$ cat config.mk
export PLATFORM = sky130hd
export DESIGN_NAME = clock_gate_ctrl
export DESIGN_NICKNAME = d
export VERILOG_FILES = /design/src/rtl/clock_gate_ctrl.sv
export SDC_FILE = /design/constraint.sdc
export NUM_CORES = 1
export LEC_CHECK = 0
export CELL_PAD_IN_SITES_DETAIL_PLACEMENT = 0
export CELL_PAD_IN_SITES_GLOBAL_PLACEMENT = 2
export CORE_UTILIZATION = 38
export DETAILED_ROUTE_END_ITERATION = 8
export GPL_ROUTABILITY_DRIVEN = 0
export PLACE_DENSITY = 0.92
export SYNTH_ARGS = -nofsm -noshare
export SYNTH_HDL_FRONTEND = slang
export SYNTH_HIERARCHICAL = 1
export SYNTH_SLANG_ARGS = --single-unit
$ cat constraint.sdc
create_clock -name clk_i -period 5.1 [get_ports clk_i]
set_input_delay 1.02 -clock clk_i [delete_from_list [all_inputs] [get_ports clk_i]]
set_output_delay 1.02 -clock clk_i [all_outputs]
set_load 0.05 [all_outputs]
$ cat src/rtl/clock_gate_ctrl.sv
// Request-side controller for the matrix clock gate: counts pending jobs,
// requests the gated clock on when work arrives and off after an idle hold-off.
module clock_gate_ctrl #(
  parameter int IDLE_CYCLES  = 8,
  parameter int WAKE_TIMEOUT = 16,
  parameter int CNT_W        = 4
) (
  input  logic             clk_i,
  input  logic             rst,
  input  logic             req_i,
  input  logic             done_i,
  input  logic             start_ack_i,
  output logic             clk_en_o,
  output logic             clk_end_o,
  output logic             busy_o,
  output logic             timeout_o,
  output logic [CNT_W-1:0] pending_o
);

  typedef enum logic [2:0] {
    ST_IDLE  = 3'd0,
    ST_WAKE  = 3'd1,
    ST_RUN   = 3'd2,
    ST_HOLD  = 3'd3,
    ST_SLEEP = 3'd4
  } state_t;

  localparam logic [CNT_W-1:0] PEND_ZERO = {CNT_W{1'b0}};
  localparam logic [CNT_W-1:0] PEND_ONE  = CNT_W'(1);
  localparam logic [CNT_W-1:0] PEND_MAX  = {CNT_W{1'b1}};
  localparam logic [7:0]       IDLE_LOAD = 8'(IDLE_CYCLES);
  localparam logic [7:0]       WAKE_LAST = 8'(WAKE_TIMEOUT - 1);

  state_t           state_r;
  logic [CNT_W-1:0] pending_r;
  logic [CNT_W-1:0] pend_next_s;
  logic [7:0]       idle_cnt_r;
  logic [7:0]       wake_cnt_r;
  logic             clk_en_r;
  logic             clk_end_r;
  logic             busy_r;
  logic             timeout_r;

  // Next pending count: saturating up on req, floored down on done, hold on both.
  always_comb begin
    pend_next_s = pending_r;
    if (req_i && !done_i) begin
      if (pending_r != PEND_MAX) begin
        pend_next_s = pending_r + PEND_ONE;
      end else begin
        pend_next_s = pending_r;
      end
    end else if (done_i && !req_i) begin
      if (pending_r != PEND_ZERO) begin
        pend_next_s = pending_r - PEND_ONE;
      end else begin
        pend_next_s = pending_r;
      end
    end else begin
      pend_next_s = pending_r;
    end
  end

  // Control FSM with registered pulse, busy, timeout and pending outputs.
  always_ff @(posedge clk_i or negedge rst) begin
    if (!rst) begin
      state_r    <= ST_IDLE;
      pending_r  <= PEND_ZERO;
      idle_cnt_r <= 8'd0;
      wake_cnt_r <= 8'd0;
      clk_en_r   <= 1'b0;
      clk_end_r  <= 1'b0;
      busy_r     <= 1'b0;
      timeout_r  <= 1'b0;
    end else begin
      pending_r <= pend_next_s;
      clk_en_r  <= 1'b0;
      clk_end_r <= 1'b0;
      if (req_i) begin
        timeout_r <= 1'b0;
      end
      case (state_r)
        ST_IDLE: begin
          wake_cnt_r <= 8'd0;
          // Hold off one cycle after a clk_end so the two requests never abut.
          if ((pend_next_s != PEND_ZERO) && !clk_end_r) begin
            state_r  <= ST_WAKE;
            clk_en_r <= 1'b1;
            busy_r   <= 1'b1;
          end else begin
            busy_r <= 1'b0;
          end
        end
        ST_WAKE: begin
          if (start_ack_i) begin
            state_r    <= ST_RUN;
            wake_cnt_r <= 8'd0;
          end else if ((wake_cnt_r >= WAKE_LAST) && !clk_en_r) begin
            state_r    <= ST_IDLE;
            wake_cnt_r <= 8'd0;
            timeout_r  <= 1'b1;
            clk_end_r  <= 1'b1;
            busy_r     <= 1'b0;
          end else begin
            wake_cnt_r <= wake_cnt_r + 8'd1;
          end
        end
        ST_RUN: begin
          if (pend_next_s == PEND_ZERO) begin
            state_r    <= ST_HOLD;
            idle_cnt_r <= IDLE_LOAD;
          end else begin
            state_r <= ST_RUN;
          end
        end
        ST_HOLD: begin
          if (pend_next_s != PEND_ZERO) begin
            state_r <= ST_RUN;
          end else if (idle_cnt_r == 8'd0) begin
            state_r   <= ST_SLEEP;
            clk_end_r <= 1'b1;
          end else begin
            idle_cnt_r <= idle_cnt_r - 8'd1;
          end
        end
        ST_SLEEP: begin
          state_r <= ST_IDLE;
          busy_r  <= 1'b0;
        end
        default: begin
          state_r    <= ST_IDLE;
          busy_r     <= 1'b0;
          idle_cnt_r <= 8'd0;
          wake_cnt_r <= 8'd0;
        end
      endcase
    end
  end

  assign clk_en_o  = clk_en_r;
  assign clk_end_o = clk_end_r;
  assign busy_o    = busy_r;
  assign timeout_o = timeout_r;
  assign pending_o = pending_r;

  clock_gate_ctrl_checker u_checker (
    .clk_i   (clk_i),
    .rst     (rst),
    .clk_en  (clk_en_r),
    .clk_end (clk_end_r)
  );

endmodule

// Pulse-shape properties of the clock on/off request outputs.
module clock_gate_ctrl_checker (
  input logic clk_i,
  input logic rst,
  input logic clk_en,
  input logic clk_end
);

  a_never_both: assert property (@(posedge clk_i) disable iff (!rst)
    !(clk_en && clk_end));

  a_en_gap: assert property (@(posedge clk_i) disable iff (!rst)
    clk_en |=> (!clk_en && !clk_end));

  a_end_gap: assert property (@(posedge clk_i) disable iff (!rst)
    clk_end |=> (!clk_en && !clk_end));

endmodule

==> flow_metrics.tcl <==
set metrics [dict create \
    r2r_end "busy_o" \
    slew_violations 0 \
    p_per_area_nw_per_um2 486 \
    setup_violations 0 \
    drt_iter0_drc 117 \
    h-tree-depth 1 \
    area.growth.synth_to_final_pct 12.4 \
    cp-start-kind "input port" \
    cp_slowest_cell "nor4_4" \
    reg2reg_slack_ns 2.19 \
    holdWs_ns 0.510 \
    clock_skew_ns 0.0110 \
    fin_ws_ns 1.65 \
    outcome "finished with violations" \
    pre_cts_ws_ns 1.29 \
    routed_wl_um 3240 \
    violations "design-rule violations" \
    cts_resized 0 \
    drive_above_1_share_pct 7.07 \
    fin_cells 234 \
    worst_pin_slew_ns 0.690 \
    fmax_mhz 289 \
    portBuffers 12 \
    hold_path.class "flop to flop" \
    cts_buffers 3 \
    dp_hpwl_um 2370 \
    rows 23 \
    async_flop_share_pct 100 \
    hold_viol_final 0 \
    die_h_um 66.7 \
    drtAntennaViolNets 0 \
    internal_power_uw 481 \
    crit_type "input port to flop" \
    crit_required_ns 5.27 \
    synth_seq_area_share_pct 42.5 \
    clock_latency_ns 0.27 \
    track_usage_pct 16.9 \
    arrival_ns 3.63 \
    max-cap-violations 0 \
    ys_ff_latch 27 \
    cts_tree "yes" \
    syn_nets 182 \
    path_cells "clkdlybuf4s50_1, or4b_1, or3b_1, o311a_2, nor4_4, o21ai_0, a31o_2" \
    cp_slowest_stage_delay_ns 0.59 \
    fin_setup_tns_ns 0 \
    grt_pass1_vias 1291 \
    grt_overflow 0 \
    insertedDiodeCount 0 \
    clkPwrFrac_pct 13.9 \
    cts_buffer_depth 2 \
    finalCritPeriodShare_pct 67.7 \
    synth.distinct_cells 46 \
    peakVddDrop_mv 0.303 \
    p_sw_uw 388 \
    grt_max_degree 28 \
    synth_area_per_cell_um2 9.19 \
    holdPathStages 1 \
    total_power_uw 869 \
    nets 194 \
    dr.pass1.iters 6 \
    syn_inst 173 \
    grt_antenna_before_repair 0 \
    cts.sinks 27 \
    fin_util_pct 44.7 \
    sw_frac_of_total_pct 44.6 \
    nFillCells 378 \
    die_w_um 66.7 \
    p_leak_nw 0.708 \
    synth_area_um2 1590 \
    design_area_um2 1790 \
    p_comb_share_pct 47.3 \
    min_to "idle_cnt_r[6]" \
    via_count 1324 \
    ys.flop_type "dfrtp_1" \
    routedWlPerCell_um 13.8 \
    ctsRootBufferMaster "clkbuf_8" \
    critPathBufInv 1 \
    layout_common_cells "27 x dfrtp_1, 22 x nand2_1, 16 x o21ai_0, 12 x clkdlybuf4s50_1, 9 x nand2b_1" \
    place_inst 230 \
    drc 1 \
    ios 13 \
    rr_worst_depth 8 \
    sequentialPowerShare_pct 38.8 \
    ys_warn_count 6 \
    path_clk_slew_ns 0.10 \
    placed_area_um2 1740 \
    cts_hold_buf 0 \
    grt_pass1_wl_um 5790 \
    synth_edf_count 0 \
    layout_commonest_cell "dfrtp_1" \
    worst_setup_path_end_kind "flop" \
    hold_path.startpoint "idle_cnt_r[6]" \
    crit_family "simple AND/OR/NAND/NOR gates" \
    final.min_clock_period_ns 3.45 \
    viasPerCell 5.66 \
    coreArea_um2 4000 \
    rsz0062_at_grt "no" \
    cts_setup_buffers 0 \
    crit_path_max_fanout 10 \
    initial_core_util_pct 39.7 \
    die_area_um2 4440 \
    r2r-start "pending_o[0]" \
    max_slew_margin_pct 53.7 \
]
[cell usage after synthesis, types with 2 or more instances]
master / n / area share, %
buf_6: 2 / 1.4
and3_1: 3 / 1.2
nor4_1: 3 / 1.2
o22ai_1: 3 / 1.2
dfrtp_1: 27 / 43
o31ai_1: 2 / 0.94
nor2_1: 8 / 1.9
nand2_1: 22 / 5.2
nor3b_1: 3 / 1.4
or4b_1: 2 / 1.3
o21ai_0: 16 / 5.0
inv_1: 7 / 1.7
a21oi_1: 6 / 1.9
nor4b_1: 2 / 1.1
a311oi_1: 2 / 1.1
clkbuf_1: 4 / 0.94
ha_1: 4 / 3.1
nor2b_1: 4 / 1.6
nand3b_1: 2 / 0.94
nand3_1: 8 / 2.5
mux2i_1: 3 / 1.9
o2bb2ai_1: 3 / 1.7
nor3_1: 6 / 1.9
nand2b_1: 9 / 3.5
[state kept, by name (all words and copies together), names as in the netlist]
name and cells:
busy_o 1, timeout_o 1, pending_o 4, clk_en_o 1, state_r 3, clk_end_o 1, idle_cnt_r 8, wake_cnt_r 8
[power by group through the flow]
stage / combinational (mW) / clock (mW) / sequential (mW)
after floorplan: 0.253 / 0 / 0.393
after global placement: 0.405 / 0 / 0.341
after global routing: 0.453 / 0.134 / 0.349
after detailed placement: 0.413 / 0 / 0.341
final: 0.411 / 0.121 / 0.338
after CTS: 0.414 / 0.125 / 0.338
[worst max-delay path by stage]
stage	endpoint	slack, ns	start	cells after the start
2_1_floorplan	idle_cnt_r[4]	2.06	req_i	7
3_3_place_gp	idle_cnt_r[4]	1.40	req_i	7
3_5_place_dp	idle_cnt_r[4]	1.29	req_i	7
4_1_cts	idle_cnt_r[4]	1.60	req_i	7
5_1_grt	idle_cnt_r[5]	1.45	req_i	7
6_report	idle_cnt_r[4]	1.65	req_i	7
[cell type report]
type / count / area [µm²] / share of cell area [%]
well taps: 50 / 62.6 / 3.50
multi-input cells: 133 / 850 / 47.5
inverters: 7 / 26.3 / 1.47
clock buffers: 4 / 45.0 / 2.52
repair buffers: 13 / 128 / 7.14
flip-flops and latches: 27 / 676 / 37.8
[logic make-up after synthesis]
| family | count (synthesis) | synth area share, % |
|---|---|---|
| AO/OA/AOI/OAI | 44 | 18.0 |
| buffers and inverters | 13 | 4.02 |
| adder cells (fa/ha/maj) | 4 | 3.15 |
| multiplexers | 4 | 2.60 |
| XOR/XNOR | 1 | 0.551 |
| flip-flops | 27 | 42.5 |
| AND/OR/NAND/NOR | 80 | 29.1 |
[routing by layer]
layer | wire length, µm | vias up | GRT usage (%)
met2 | 1500 | 17 | 27.4
li1 | - | 663 | -
met1 | 1630 | 642 | 23.2
met5 | 0 | - | 0
met3 | 79 | 2 | 2.05
met4 | 25 | 0 | 5.59
Power figures use the tool's default switching activity.
